File: config.mk
export PLATFORM = sky130hd
export DESIGN_NAME = hazard_ctrl_mc_flat
export DESIGN_NICKNAME = d
export VERILOG_FILES = /design/src/rtl/hazard_ctrl_mc_if.sv /design/src/rtl/hazard_ctrl_mc.sv /design/src/flat_wrapper.sv
export SDC_FILE = /design/constraint.sdc
export NUM_CORES = 1
export LEC_CHECK = 0
export CORE_ASPECT_RATIO = 1.25
export CORE_MARGIN = 4
export CORE_UTILIZATION = 35
export CTS_BUF_LIST = sky130_fd_sc_hd__clkbuf_4 sky130_fd_sc_hd__clkbuf_8 sky130_fd_sc_hd__clkbuf_16
export CTS_CLUSTER_DIAMETER = 30
export DETAILED_ROUTE_END_ITERATION = 16
export DONT_BUFFER_PORTS = 1
export GPL_TIMING_DRIVEN = 0
export PLACE_DENSITY = 0.58
export SYNTH_ARGS = -nofsm -noshare
export SYNTH_HDL_FRONTEND = slang
export SYNTH_SLANG_ARGS = --single-unit
File: constraint.sdc
create_clock -name clk -period 2.1 [get_ports clk]
set_input_delay 0 -clock clk [delete_from_list [all_inputs] [get_ports clk]]
set_output_delay 0 -clock clk [all_outputs]
set_load 0.005 [all_outputs]
File: src/rtl/hazard_ctrl_mc_if.sv
// Pipeline-side signal bundle for the hazard controller.
// The pipeline drives the master side; the controller uses the slave side.
interface hazard_ctrl_mc_if #(
  parameter int unsigned REG_ADDR_W = 5,
  parameter int unsigned NUM_SRC    = 2,
  parameter int unsigned CNT_W      = 32
) ();

  logic [NUM_SRC*REG_ADDR_W-1:0] ex_rs_addr;
  logic [REG_ADDR_W-1:0]         ex_rd_addr;
  logic                          ex_valid;
  logic                          ex_mem_read;
  logic                          ex_mc_op;
  logic [NUM_SRC*REG_ADDR_W-1:0] dec_rs_addr;
  logic [NUM_SRC-1:0]            dec_rs_used;
  logic [REG_ADDR_W-1:0]         mem_reg_write_addr;
  logic                          mem_reg_write_signal;
  logic [REG_ADDR_W-1:0]         wb_reg_write_addr;
  logic                          wb_reg_write_signal;
  logic                          take_branch;
  logic                          mc_done;

  logic [2*NUM_SRC-1:0]          forward_sel;
  logic                          stall_fetch;
  logic                          stall_dec;
  logic                          stall_ex;
  logic                          flush_fetch_dec;
  logic                          flush_dec_ex;
  logic                          mc_start;
  logic                          mc_busy;
  logic [CNT_W-1:0]              perf_stall_cycles;
  logic [CNT_W-1:0]              perf_flush_count;

  modport master (
    output ex_rs_addr, ex_rd_addr, ex_valid, ex_mem_read, ex_mc_op,
    output dec_rs_addr, dec_rs_used,
    output mem_reg_write_addr, mem_reg_write_signal,
    output wb_reg_write_addr, wb_reg_write_signal,
    output take_branch, mc_done,
    input  forward_sel, stall_fetch, stall_dec, stall_ex,
    input  flush_fetch_dec, flush_dec_ex, mc_start, mc_busy,
    input  perf_stall_cycles, perf_flush_count
  );

  modport slave (
    input  ex_rs_addr, ex_rd_addr, ex_valid, ex_mem_read, ex_mc_op,
    input  dec_rs_addr, dec_rs_used,
    input  mem_reg_write_addr, mem_reg_write_signal,
    input  wb_reg_write_addr, wb_reg_write_signal,
    input  take_branch, mc_done,
    output forward_sel, stall_fetch, stall_dec, stall_ex,
    output flush_fetch_dec, flush_dec_ex, mc_start, mc_busy,
    output perf_stall_cycles, perf_flush_count
  );

endinterface

File: src/rtl/hazard_ctrl_mc.sv
// Hazard controller: operand forwarding, load-use stall, multicycle execute
// stall, multi-cycle branch flush and saturating stall/flush counters.
module hazard_ctrl_mc #(
  parameter int unsigned REG_ADDR_W       = 5,
  parameter int unsigned NUM_SRC          = 2,
  parameter int unsigned MC_FIXED_LATENCY = 0,
  parameter int unsigned FLUSH_DEPTH      = 1,
  parameter int unsigned CNT_W            = 32
) (
  input logic             clk,
  input logic             rst,
  hazard_ctrl_mc_if.slave bus
);

  // One down-counter serves both the fixed-latency wait and the flush hold.
  localparam int unsigned CntMax = (MC_FIXED_LATENCY > FLUSH_DEPTH) ? MC_FIXED_LATENCY
                                                                     : FLUSH_DEPTH;
  localparam int unsigned CntW   = (CntMax < 2) ? 1 : $clog2(CntMax + 1);

  typedef enum logic [1:0] {StIdle, StMcWait, StFlushHold} state_e;

  state_e                state_q, state_d;
  logic [CntW-1:0]       cnt_q, cnt_d;
  logic [CNT_W-1:0]      stall_cnt_q, flush_cnt_q;

  logic [2*NUM_SRC-1:0]  fwd;
  logic [REG_ADDR_W-1:0] src, dsrc;
  logic                  load_use;
  logic                  mc_done_int;
  logic                  stall_all, stall_fd, flush_fd, flush_de, start, busy, flush_evt;

  always_comb begin
    fwd = '0;
    src = '0;
    for (int i = 0; i < NUM_SRC; i++) begin
      src = bus.ex_rs_addr[i*REG_ADDR_W +: REG_ADDR_W];
      if (src != '0 && bus.mem_reg_write_signal && src == bus.mem_reg_write_addr) begin
        fwd[2*i +: 2] = 2'b11;
      end else if (src != '0 && bus.wb_reg_write_signal && src == bus.wb_reg_write_addr) begin
        fwd[2*i +: 2] = 2'b10;
      end
    end
  end

  always_comb begin
    load_use = 1'b0;
    dsrc     = '0;
    for (int i = 0; i < NUM_SRC; i++) begin
      dsrc = bus.dec_rs_addr[i*REG_ADDR_W +: REG_ADDR_W];
      if (bus.dec_rs_used[i] && dsrc == bus.ex_rd_addr) begin
        load_use = 1'b1;
      end
    end
    load_use = load_use && bus.ex_valid && bus.ex_mem_read && (bus.ex_rd_addr != '0);
  end

  always_comb begin
    state_d     = state_q;
    cnt_d       = cnt_q;
    stall_all   = 1'b0;
    stall_fd    = 1'b0;
    flush_fd    = 1'b0;
    flush_de    = 1'b0;
    start       = 1'b0;
    busy        = 1'b0;
    flush_evt   = 1'b0;
    mc_done_int = (MC_FIXED_LATENCY == 0) ? bus.mc_done : (cnt_q == CntW'(1));

    unique case (state_q)
      StIdle: begin
        if (bus.ex_valid && bus.ex_mc_op) begin
          start     = 1'b1;
          stall_all = 1'b1;
          cnt_d     = CntW'(MC_FIXED_LATENCY);
          state_d   = StMcWait;
        end else if (bus.take_branch) begin
          flush_fd  = 1'b1;
          flush_de  = 1'b1;
          flush_evt = 1'b1;
          if (FLUSH_DEPTH > 1) begin
            cnt_d   = CntW'(FLUSH_DEPTH - 1);
            state_d = StFlushHold;
          end
        end else if (load_use) begin
          stall_fd = 1'b1;
          flush_de = 1'b1;
        end
      end
      StMcWait: begin
        busy = 1'b1;
        if (mc_done_int) begin
          state_d = StIdle;
        end else begin
          stall_all = 1'b1;
        end
        if (cnt_q != '0) cnt_d = cnt_q - CntW'(1);
      end
      StFlushHold: begin
        flush_fd = 1'b1;
        if (cnt_q <= CntW'(1)) state_d = StIdle;
        if (cnt_q != '0) cnt_d = cnt_q - CntW'(1);
      end
      default: state_d = StIdle;
    endcase

    // Reset masks every control output; forwarding stays live.
    if (rst) begin
      stall_all = 1'b0;
      stall_fd  = 1'b0;
      flush_fd  = 1'b0;
      flush_de  = 1'b0;
      start     = 1'b0;
      busy      = 1'b0;
      flush_evt = 1'b0;
    end
  end

  always_ff @(posedge clk) begin
    if (rst) begin
      state_q     <= StIdle;
      cnt_q       <= '0;
      stall_cnt_q <= '0;
      flush_cnt_q <= '0;
    end else begin
      state_q <= state_d;
      cnt_q   <= cnt_d;
      if (bus.stall_fetch && !(&stall_cnt_q)) stall_cnt_q <= stall_cnt_q + CNT_W'(1);
      if (flush_evt && !(&flush_cnt_q)) flush_cnt_q <= flush_cnt_q + CNT_W'(1);
    end
  end

  assign bus.forward_sel       = fwd;
  assign bus.stall_fetch       = stall_all | stall_fd;
  assign bus.stall_dec         = stall_all | stall_fd;
  assign bus.stall_ex          = stall_all;
  assign bus.flush_fetch_dec   = flush_fd;
  assign bus.flush_dec_ex      = flush_de;
  assign bus.mc_start          = start;
  assign bus.mc_busy           = busy;
  assign bus.perf_stall_cycles = stall_cnt_q;
  assign bus.perf_flush_count  = flush_cnt_q;

endmodule

File: src/flat_wrapper.sv
// flat-port wrapper written by rule: the top's interface ports become plain ports
module hazard_ctrl_mc_flat 
#(
  parameter int unsigned REG_ADDR_W       = 5,
  parameter int unsigned NUM_SRC          = 2,
  parameter int unsigned MC_FIXED_LATENCY = 0,
  parameter int unsigned FLUSH_DEPTH      = 1,
  parameter int unsigned CNT_W            = 32
)
  (clk, rst, bus_ex_rs_addr, bus_ex_rd_addr, bus_ex_valid, bus_ex_mem_read, bus_ex_mc_op, bus_dec_rs_addr, bus_dec_rs_used, bus_mem_reg_write_addr, bus_mem_reg_write_signal, bus_wb_reg_write_addr, bus_wb_reg_write_signal, bus_take_branch, bus_mc_done, bus_forward_sel, bus_stall_fetch, bus_stall_dec, bus_stall_ex, bus_flush_fetch_dec, bus_flush_dec_ex, bus_mc_start, bus_mc_busy, bus_perf_stall_cycles, bus_perf_flush_count);
  hazard_ctrl_mc_if #(.REG_ADDR_W(REG_ADDR_W), .NUM_SRC(NUM_SRC), .CNT_W(CNT_W)) bus_i ();
  input logic clk;
  input logic rst;
  input wire logic [$bits(bus_i.ex_rs_addr)-1:0] bus_ex_rs_addr;
  input wire logic [$bits(bus_i.ex_rd_addr)-1:0] bus_ex_rd_addr;
  input wire logic [$bits(bus_i.ex_valid)-1:0] bus_ex_valid;
  input wire logic [$bits(bus_i.ex_mem_read)-1:0] bus_ex_mem_read;
  input wire logic [$bits(bus_i.ex_mc_op)-1:0] bus_ex_mc_op;
  input wire logic [$bits(bus_i.dec_rs_addr)-1:0] bus_dec_rs_addr;
  input wire logic [$bits(bus_i.dec_rs_used)-1:0] bus_dec_rs_used;
  input wire logic [$bits(bus_i.mem_reg_write_addr)-1:0] bus_mem_reg_write_addr;
  input wire logic [$bits(bus_i.mem_reg_write_signal)-1:0] bus_mem_reg_write_signal;
  input wire logic [$bits(bus_i.wb_reg_write_addr)-1:0] bus_wb_reg_write_addr;
  input wire logic [$bits(bus_i.wb_reg_write_signal)-1:0] bus_wb_reg_write_signal;
  input wire logic [$bits(bus_i.take_branch)-1:0] bus_take_branch;
  input wire logic [$bits(bus_i.mc_done)-1:0] bus_mc_done;
  output wire logic [$bits(bus_i.forward_sel)-1:0] bus_forward_sel;
  output wire logic [$bits(bus_i.stall_fetch)-1:0] bus_stall_fetch;
  output wire logic [$bits(bus_i.stall_dec)-1:0] bus_stall_dec;
  output wire logic [$bits(bus_i.stall_ex)-1:0] bus_stall_ex;
  output wire logic [$bits(bus_i.flush_fetch_dec)-1:0] bus_flush_fetch_dec;
  output wire logic [$bits(bus_i.flush_dec_ex)-1:0] bus_flush_dec_ex;
  output wire logic [$bits(bus_i.mc_start)-1:0] bus_mc_start;
  output wire logic [$bits(bus_i.mc_busy)-1:0] bus_mc_busy;
  output wire logic [$bits(bus_i.perf_stall_cycles)-1:0] bus_perf_stall_cycles;
  output wire logic [$bits(bus_i.perf_flush_count)-1:0] bus_perf_flush_count;
  assign bus_i.ex_rs_addr = bus_ex_rs_addr;
  assign bus_i.ex_rd_addr = bus_ex_rd_addr;
  assign bus_i.ex_valid = bus_ex_valid;
  assign bus_i.ex_mem_read = bus_ex_mem_read;
  assign bus_i.ex_mc_op = bus_ex_mc_op;
  assign bus_i.dec_rs_addr = bus_dec_rs_addr;
  assign bus_i.dec_rs_used = bus_dec_rs_used;
  assign bus_i.mem_reg_write_addr = bus_mem_reg_write_addr;
  assign bus_i.mem_reg_write_signal = bus_mem_reg_write_signal;
  assign bus_i.wb_reg_write_addr = bus_wb_reg_write_addr;
  assign bus_i.wb_reg_write_signal = bus_wb_reg_write_signal;
  assign bus_i.take_branch = bus_take_branch;
  assign bus_i.mc_done = bus_mc_done;
  assign bus_forward_sel = bus_i.forward_sel;
  assign bus_stall_fetch = bus_i.stall_fetch;
  assign bus_stall_dec = bus_i.stall_dec;
  assign bus_stall_ex = bus_i.stall_ex;
  assign bus_flush_fetch_dec = bus_i.flush_fetch_dec;
  assign bus_flush_dec_ex = bus_i.flush_dec_ex;
  assign bus_mc_start = bus_i.mc_start;
  assign bus_mc_busy = bus_i.mc_busy;
  assign bus_perf_stall_cycles = bus_i.perf_stall_cycles;
  assign bus_perf_flush_count = bus_i.perf_flush_count;
  hazard_ctrl_mc #(.REG_ADDR_W(REG_ADDR_W), .NUM_SRC(NUM_SRC), .MC_FIXED_LATENCY(MC_FIXED_LATENCY), .FLUSH_DEPTH(FLUSH_DEPTH), .CNT_W(CNT_W)) u_core (.clk(clk), .rst(rst), .bus(bus_i));
endmodule
==> results.toml, run 1 <==
[floorplan]
dieArea_um2 = 12400
core_um2 = 10300
rows = 41
io_pins = 121
die_y_um = 124
die_w_um = 101
initial_utilization_pct = 36.5

[global_route]
antenna_found_initial = 0
grt_pass1_vias = 3499
grt_use_total_pct = 18.2
gr-usage-met1_pct = 20.1
global_route.usage.met3_pct = 6.50
grt_remaining_overflow = 0
grt_use_met2_pct = 32.3
grt_pass1_wl_um = 17900
grt-busiest-layer = "met2"
grt_max_degree = 11

[cts]
cts.sinks = 65
max-clock-path-buffers = 2
cts.reportedPaths.clkPinSlew_ns = 0.06
clock_latency_ns = 0.33
cts_inserted_buffers = 9
tritoncts = "built"
root_buffer = "clkbuf_16"
htree_levels = 3

[route]
viasPerCell = 5.61
postRouteAntennaNets = 0
vias = 3498
drtIter0Drc = 85
dr.pass1.iters = 4
routedWlPerCell_um = 18.0
drc = 0
routed_wl_um = 11200

[finish]
fin_nets = 538
syn2layout_area_growth_pct = 28.9
layout.filler_cells = 991
regArea_um2 = 1370
multi_input_area_um2 = 2560
fin_area_um2 = 4830
final_layout_size_suffix_gt1_share_pct = 28.1
diodes = 0

[sta]
fin_ws_ns = 0.0229
period_share_pct = 98.9
max_freq_mhz = 481
maxSlewHeadroom_pct = 57.8
worst_pin_slew_ns = 0.633
setup_viol = 0
rsz0062_at_grt = "true"
finClkSkew_ns = 0.00738
drv_slew = 0
fin_crit_ns = 2.08
hold_viol = 0
tns_ns = 0

[placement]
gp_congestion = 0.864
placed_area_um2 = 3920
dpl.hpwl_um = 7990
numPortBuffers = 0
dpl_worst_slack_ns = -0.396

[power]
pwr_density_cell_nw_per_um2 = 632
cellLeakagePower_nw = 1.55
ir_worst_vdd_mv = 0.353

[yosys]
seq_area_frac_synth_pct = 34.7
syn_avg_cell_area_um2 = 8.32
yosysUniqueCellTypes = 59
async_flop_share_pct = 0
synth_enable_flop_cells = 0
synth_top_area_share_pct = 34.7
synth_seq_cells = 65
synth.cell_area_um2 = 3740
synth_nets = 498
yosys.area.top_type = "dfxtp_1"
yosys_warnings = 0
synth.area.top_cells = "dfxtp_1, xnor2_1, nor2_1, xor2_1, nand4_1"
ys.flop_type = "dfxtp_1"
synthCells = 450

[critical_path]
cp_common_cell = "buf_8"
crit_type = "flip-flop to flip-flop"
arrival_ns = 2.28
worstPathCellList = "nand4_1 -> buf_6 -> nor4_4 -> a32oi_4 -> nand2_4 -> buf_8 -> buf_8 -> mux2i_1 -> nor2_1"
worst-path-max-fanout = 6
cp-end-kind = "flip-flop"
slowest_delay_ns = 0.41
crit_buf_inv = 3
startpoint_type = "flip-flop"
cp_slowest_cell = "nor4_4"
crit_family = "simple AND/OR/NAND/NOR gates"
cp.required_ns = 2.30

[outcome]
status = "finished, final reports clean"

[min_path]
hold_path_class = "input pin to flip-flop"

[run]
drv_cap = 0
where the power goes:
group	internal [W]	switching, W
Combinational	0.0000890	0.0000995
Clock	0.00109	0.000541
Sequential	0.00122	0.00000758
Total	0.00240	0.000648
timing repair:
item	CTS	global route
hold endpoints to repair	1	0
gates cloned	0	3
hold buffers	1	0
pin swaps	10	33
gates resized for setup	38	66
endpoints found under the setup margin	57	53
buffers inserted	11	16
registers in the layout, indices dropped and copies added, names as in the netlist:
signal,count
u_core.bus.perf_flush_count,32
u_core.state_q,1
u_core.bus.perf_stall_cycles,32
metal layers:
layer,wire (um),vias up
met3,908,9
met1,4230,1646
met5,0,-
met4,97,0
li1,-,1743
met2,5970,100
synth_stat cells (3+ instances only):
cell	count
buf_6	3
o31a_1	3
nand3_1	28
nor2b_1	3
o31ai_1	4
buf_1	3
o21a_1	4
nor2_1	48
dfxtp_1	65
inv_1	8
nor4_1	12
xor2_1	19
o21ai_0	19
or3_1	22
mux2i_1	3
xnor2_1	40
nand4_1	26
clkbuf_1	8
and4_1	6
a21oi_1	24
nor3_1	9
and3_1	6
nand2_1	31
o21ai_1	3
or4_1	8
nand3_2	3
and2_1	4
worst min-delay path, delay by kind of cell:
kind	cells	cell delay, ns
simple gates	1	0.06
compound gates	1	0.24
buf+inv	1	0.05
cell families (layout without fill, tap and decap cells):
| kind of cell | count (synthesis) | count (layout) | synth area share, % |
|---|---|---|---|
| adders and majority gates | 2 | 2 | 0.668 |
| muxes | 5 | 5 | 1.40 |
| DFF | 65 | 65 | 34.7 |
| and+or+nand+nor | 221 | 221 | 32.6 |
| AOI/OAI and AO/OA | 74 | 74 | 13.7 |
| buffers and inverters | 24 | 68 | 3.14 |
| xor gates and xnor gates | 59 | 59 | 13.8 |
cell usage in the layout, fill, tap and decap left out, types with 8 or more instances in the layout:
master     count
a21oi_1       21
buf_4         24
clkbuf_16     11
dfxtp_1       38
dfxtp_2       13
dfxtp_4       14
nand2_1       27
nand3_1       23
nand4_1       26
nor2_1        48
nor4_1         8
o21ai_0       17
or3_1         18
xnor2_1       40
xor2_1        19
final timing paths:
kind                                                start                                      endpoint  cells past startpoint  slack (ns)
min                                          bus_ex_mc_op                u_core.state_q[0]$_SDFFE_PP0P_                      3        0.08
max          u_core.bus.perf_stall_cycles[4]$_SDFFE_PP0P_  u_core.bus.perf_stall_cycles[1]$_SDFFE_PP0P_                      9        0.02
min reg2reg  u_core.bus.perf_stall_cycles[5]$_SDFFE_PP0P_  u_core.bus.perf_stall_cycles[5]$_SDFFE_PP0P_                      1        0.49
max reg2reg  u_core.bus.perf_stall_cycles[4]$_SDFFE_PP0P_  u_core.bus.perf_stall_cycles[1]$_SDFFE_PP0P_                      9        0.02
area by class of cell:
type	count	area share (%)
plain buffers	14	1.94
multi-input cells	361	53.0
clock inverters	3	1.35
repair buffers	31	5.99
flip-flops and latches	65	28.4
clock buffers	12	5.26
inverters	8	0.700
well taps	129	3.34
metrics by stage:
| step | std cells | hold slack (ns) | utilization (%) | total power (W) |
|---|---|---|---|---|
| 5_1_grt | 623 | 0.105 | 47.0 | 0.00315 |
| 3_3_place_gp | 579 | 0.0845 | 38.2 | 0.00143 |
| 4_1_cts | 605 | 0.0838 | 43.4 | 0.00307 |
| 6_report | 623 | 0.0750 | 47.0 | 0.00305 |
| 2_1_floorplan | 450 | 0.0770 | - | 0.00139 |
| 3_5_place_dp | 579 | 0.0841 | 38.2 | 0.00143 |
Power figures use the tool's default switching activity.
==> inputs of run 2 (changes only) <==
- TNS_END_PERCENT: default -> 10
- clock period: 2.1 -> 1.9 ns (I/O delays scaled with it)
==> run 2 against run 1 <==
Effect of this change: the run now ends with negative setup slack left; routed wire length grew 0.41%; sequential power is 11% higher; critical path depth shrank 2; utilization decreased by 0.96 points; total power increased by 5.0%; highest routed layer unchanged; sequential cell count unchanged; setup slack worse by 0.18 ns; first-iteration DRC count is 1.2% higher; non-clock buffer count fell by 13; via count up 0.11%; maximum frequency rose by 0.80%; critical path type unchanged; worst hold slack improved by 0.0097 ns.
==> results.toml, run 2 (synthesized netlist as in run 1, its figures left out) <==
[min_path]
min_to = "bus_mc_start"
hold_path_class = "input pin to output port"
hp-start = "bus_ex_mc_op"
min_delay_path_depth = 2

[power]
pwr-share-comb_pct = 6.2
power.internal_w = 0.00249
p_switching_w = 0.000714
total_power_w = 0.00320
clkPwrFrac_pct = 51.5
ir_worst_vdd_mv = 0.447
pwr_density_cell_nw_per_um2 = 677
cellLeakagePower_nw = 1.49
seqPwrFrac_pct = 42.3
sw_frac_of_total_pct = 22.3

[route]
routedWlPerCell_um = 18.5
vias = 3502
dr.pass1.iters = 5
drtIter0Drc = 86
viasPerCell = 5.75
postRouteAntennaNets = 0
routed_wl_um = 11300
drc = 0

[critical_path]
cp-end-kind = "flip-flop"
crit_type = "flip-flop to flip-flop"
arrival_ns = 2.26
worst-path-max-fanout = 10
startpoint_type = "flip-flop"
rr_endpoint = "u_core.bus.perf_flush_count[12]$_SDFFE_PP0P_"
worstPathCellList = "nand4_1 -> or4_4 -> o31a_1 -> buf_6 -> nand4_1 -> xor2_1 -> nor2_1"
cp.required_ns = 2.10
cp_common_cell = "nand4_1"
slowest_delay_ns = 0.57
reg2reg_depth = 7
r2r_setup_slack_ns = -0.16
reg2reg_from = "u_core.bus.perf_flush_count[6]$_SDFFE_PP0P_"
cp_slowest_cell = "or4_4"

[finish]
multi_input_area_um2 = 2600
fin_util_pct = 46.1
layout.filler_cells = 1006
syn2layout_area_growth_pct = 26.2
layout_common_cells = "nor2_1, xnor2_1, dfxtp_1"
final_common_cell = "nor2_1"
fin_nets = 525
final_layout_size_suffix_gt1_share_pct = 27.1
regArea_um2 = 1380
diodes = 0

[floorplan]
core_um2 = 10300
die_w_um = 101
io_pins = 121
die_y_um = 124
initial_utilization_pct = 36.5
rows = 41
dieArea_um2 = 12400

[sta]
rsz0062_at_grt = "true"
worst_pin_slew_ns = 0.692
hold_viol = 0
setup_viol = 50
drv_slew = 0
fin_crit_ns = 2.06
fin_ws_ns = -0.161
finClkSkew_ns = 0.00562
period_share_pct = 108
maxSlewHeadroom_pct = 53.9
max_freq_mhz = 485

[run]
drv_cap = 0

[global_route]
grt_pass1_vias = 3568
grt_remaining_overflow = 0
antenna_found_initial = 0
grt_max_degree = 11
grt_pass1_wl_um = 18000
grt_use_total_pct = 18.3

[placement]
gp_congestion = 0.852
dpl.hpwl_um = 8120
dpl_worst_slack_ns = -0.511
numPortBuffers = 0

[outcome]
status = "finished, violations left"
violations = "negative setup slack"

[cts]
max-clock-path-buffers = 2
clock_latency_ns = 0.33
root_buffer = "clkbuf_16"
cts.sinks = 65
htree_levels = 3
cts.reportedPaths.clkPinSlew_ns = 0.05
tritoncts = "built"
cts_inserted_buffers = 9
-- run 2: worst max path at each step --
stage | startpoint | to | cells past startpoint | slack, ns
5_1_grt | u_core.bus.perf_flush_count[7]$_SDFFE_PP0P_ | u_core.bus.perf_flush_count[6]$_SDFFE_PP0P_ | 7 | -0.27
3_5_place_dp | u_core.bus.perf_stall_cycles[6]$_SDFFE_PP0P_ | u_core.bus.perf_stall_cycles[25]$_SDFFE_PP0P_ | 6 | -0.51
6_report | u_core.bus.perf_flush_count[6]$_SDFFE_PP0P_ | u_core.bus.perf_flush_count[12]$_SDFFE_PP0P_ | 7 | -0.16
3_3_place_gp | u_core.bus.perf_stall_cycles[6]$_SDFFE_PP0P_ | u_core.bus.perf_stall_cycles[27]$_SDFFE_PP0P_ | 6 | -0.49
4_1_cts | u_core.state_q[0]$_SDFFE_PP0P_ | u_core.bus.perf_stall_cycles[16]$_SDFFE_PP0P_ | 8 | -0.15
2_1_floorplan | u_core.bus.perf_flush_count[14]$_SDFFE_PP0P_ | u_core.bus.perf_flush_count[28]$_SDFFE_PP0P_ | 6 | -0.03
-- run 2: metrics by stage --
stage | TNS [ns] | cells | area [um^2] | hold slack (ns)
after floorplan | -0.153 | 450 | 3800 | 0.0770
after global placement | -14.29 | 579 | 3960 | 0.0849
after detailed placement | -15.91 | 579 | 3960 | 0.0845
after CTS | -4.45 | 609 | 4580 | 0.0845
after global routing | -10.46 | 609 | 4730 | 0.0977
final | -3.95 | 609 | 4730 | 0.0847
-- run 2: worst max-delay path, delay by kind of cell (launching register included) --
kind	cells	cell delay [ns]
AO/OA/AOI/OAI	1	0.33
XOR/XNOR	1	0.15
buffers and inverters	1	0.16
flip-flops	1	0.37
AND/OR/NAND/NOR	4	0.92
-- run 2: per-layer routing --
layer  vias up  part of all wire, %  track usage, %
met3        19                  8.2            7.34
li1       1716                    -               -
met5         -                    0               0
met4         0                  1.6            7.58
met1      1664                   37            18.5
met2       103                   53            33.1
-- run 2: repair_timing --
| action | 4_1_cts | 5_1_grt |
|---|---|---|
| hold buffers | 1 | 0 |
| pin swaps | 28 | 24 |
| resized for setup | 62 | 33 |
| setup endpoints to repair | 64 | 64 |
| hold endpoints to repair | 1 | 0 |
| setup buffers | 15 | 0 |
| cloned | 1 | 1 |
-- run 2: final cells by class --
class	instances	share of cell area, %
plain buffers	14	2.01
clock inverters	3	0.900
well taps	129	3.41
multi-input cells	361	55.1
repair buffers	18	3.52
inverters	8	0.635
clock buffers	11	5.21
flip-flops and latches	65	29.2
-- run 2: power groups by stage --
stage / logic (W) / registers (W) / clock network, W
after floorplan: 0.000138 / 0.00140 / 0
after global placement: 0.000174 / 0.00140 / 0
after detailed placement: 0.000176 / 0.00140 / 0
after CTS: 0.000195 / 0.00136 / 0.00167
after global routing: 0.000220 / 0.00136 / 0.00174
final: 0.000198 / 0.00136 / 0.00165
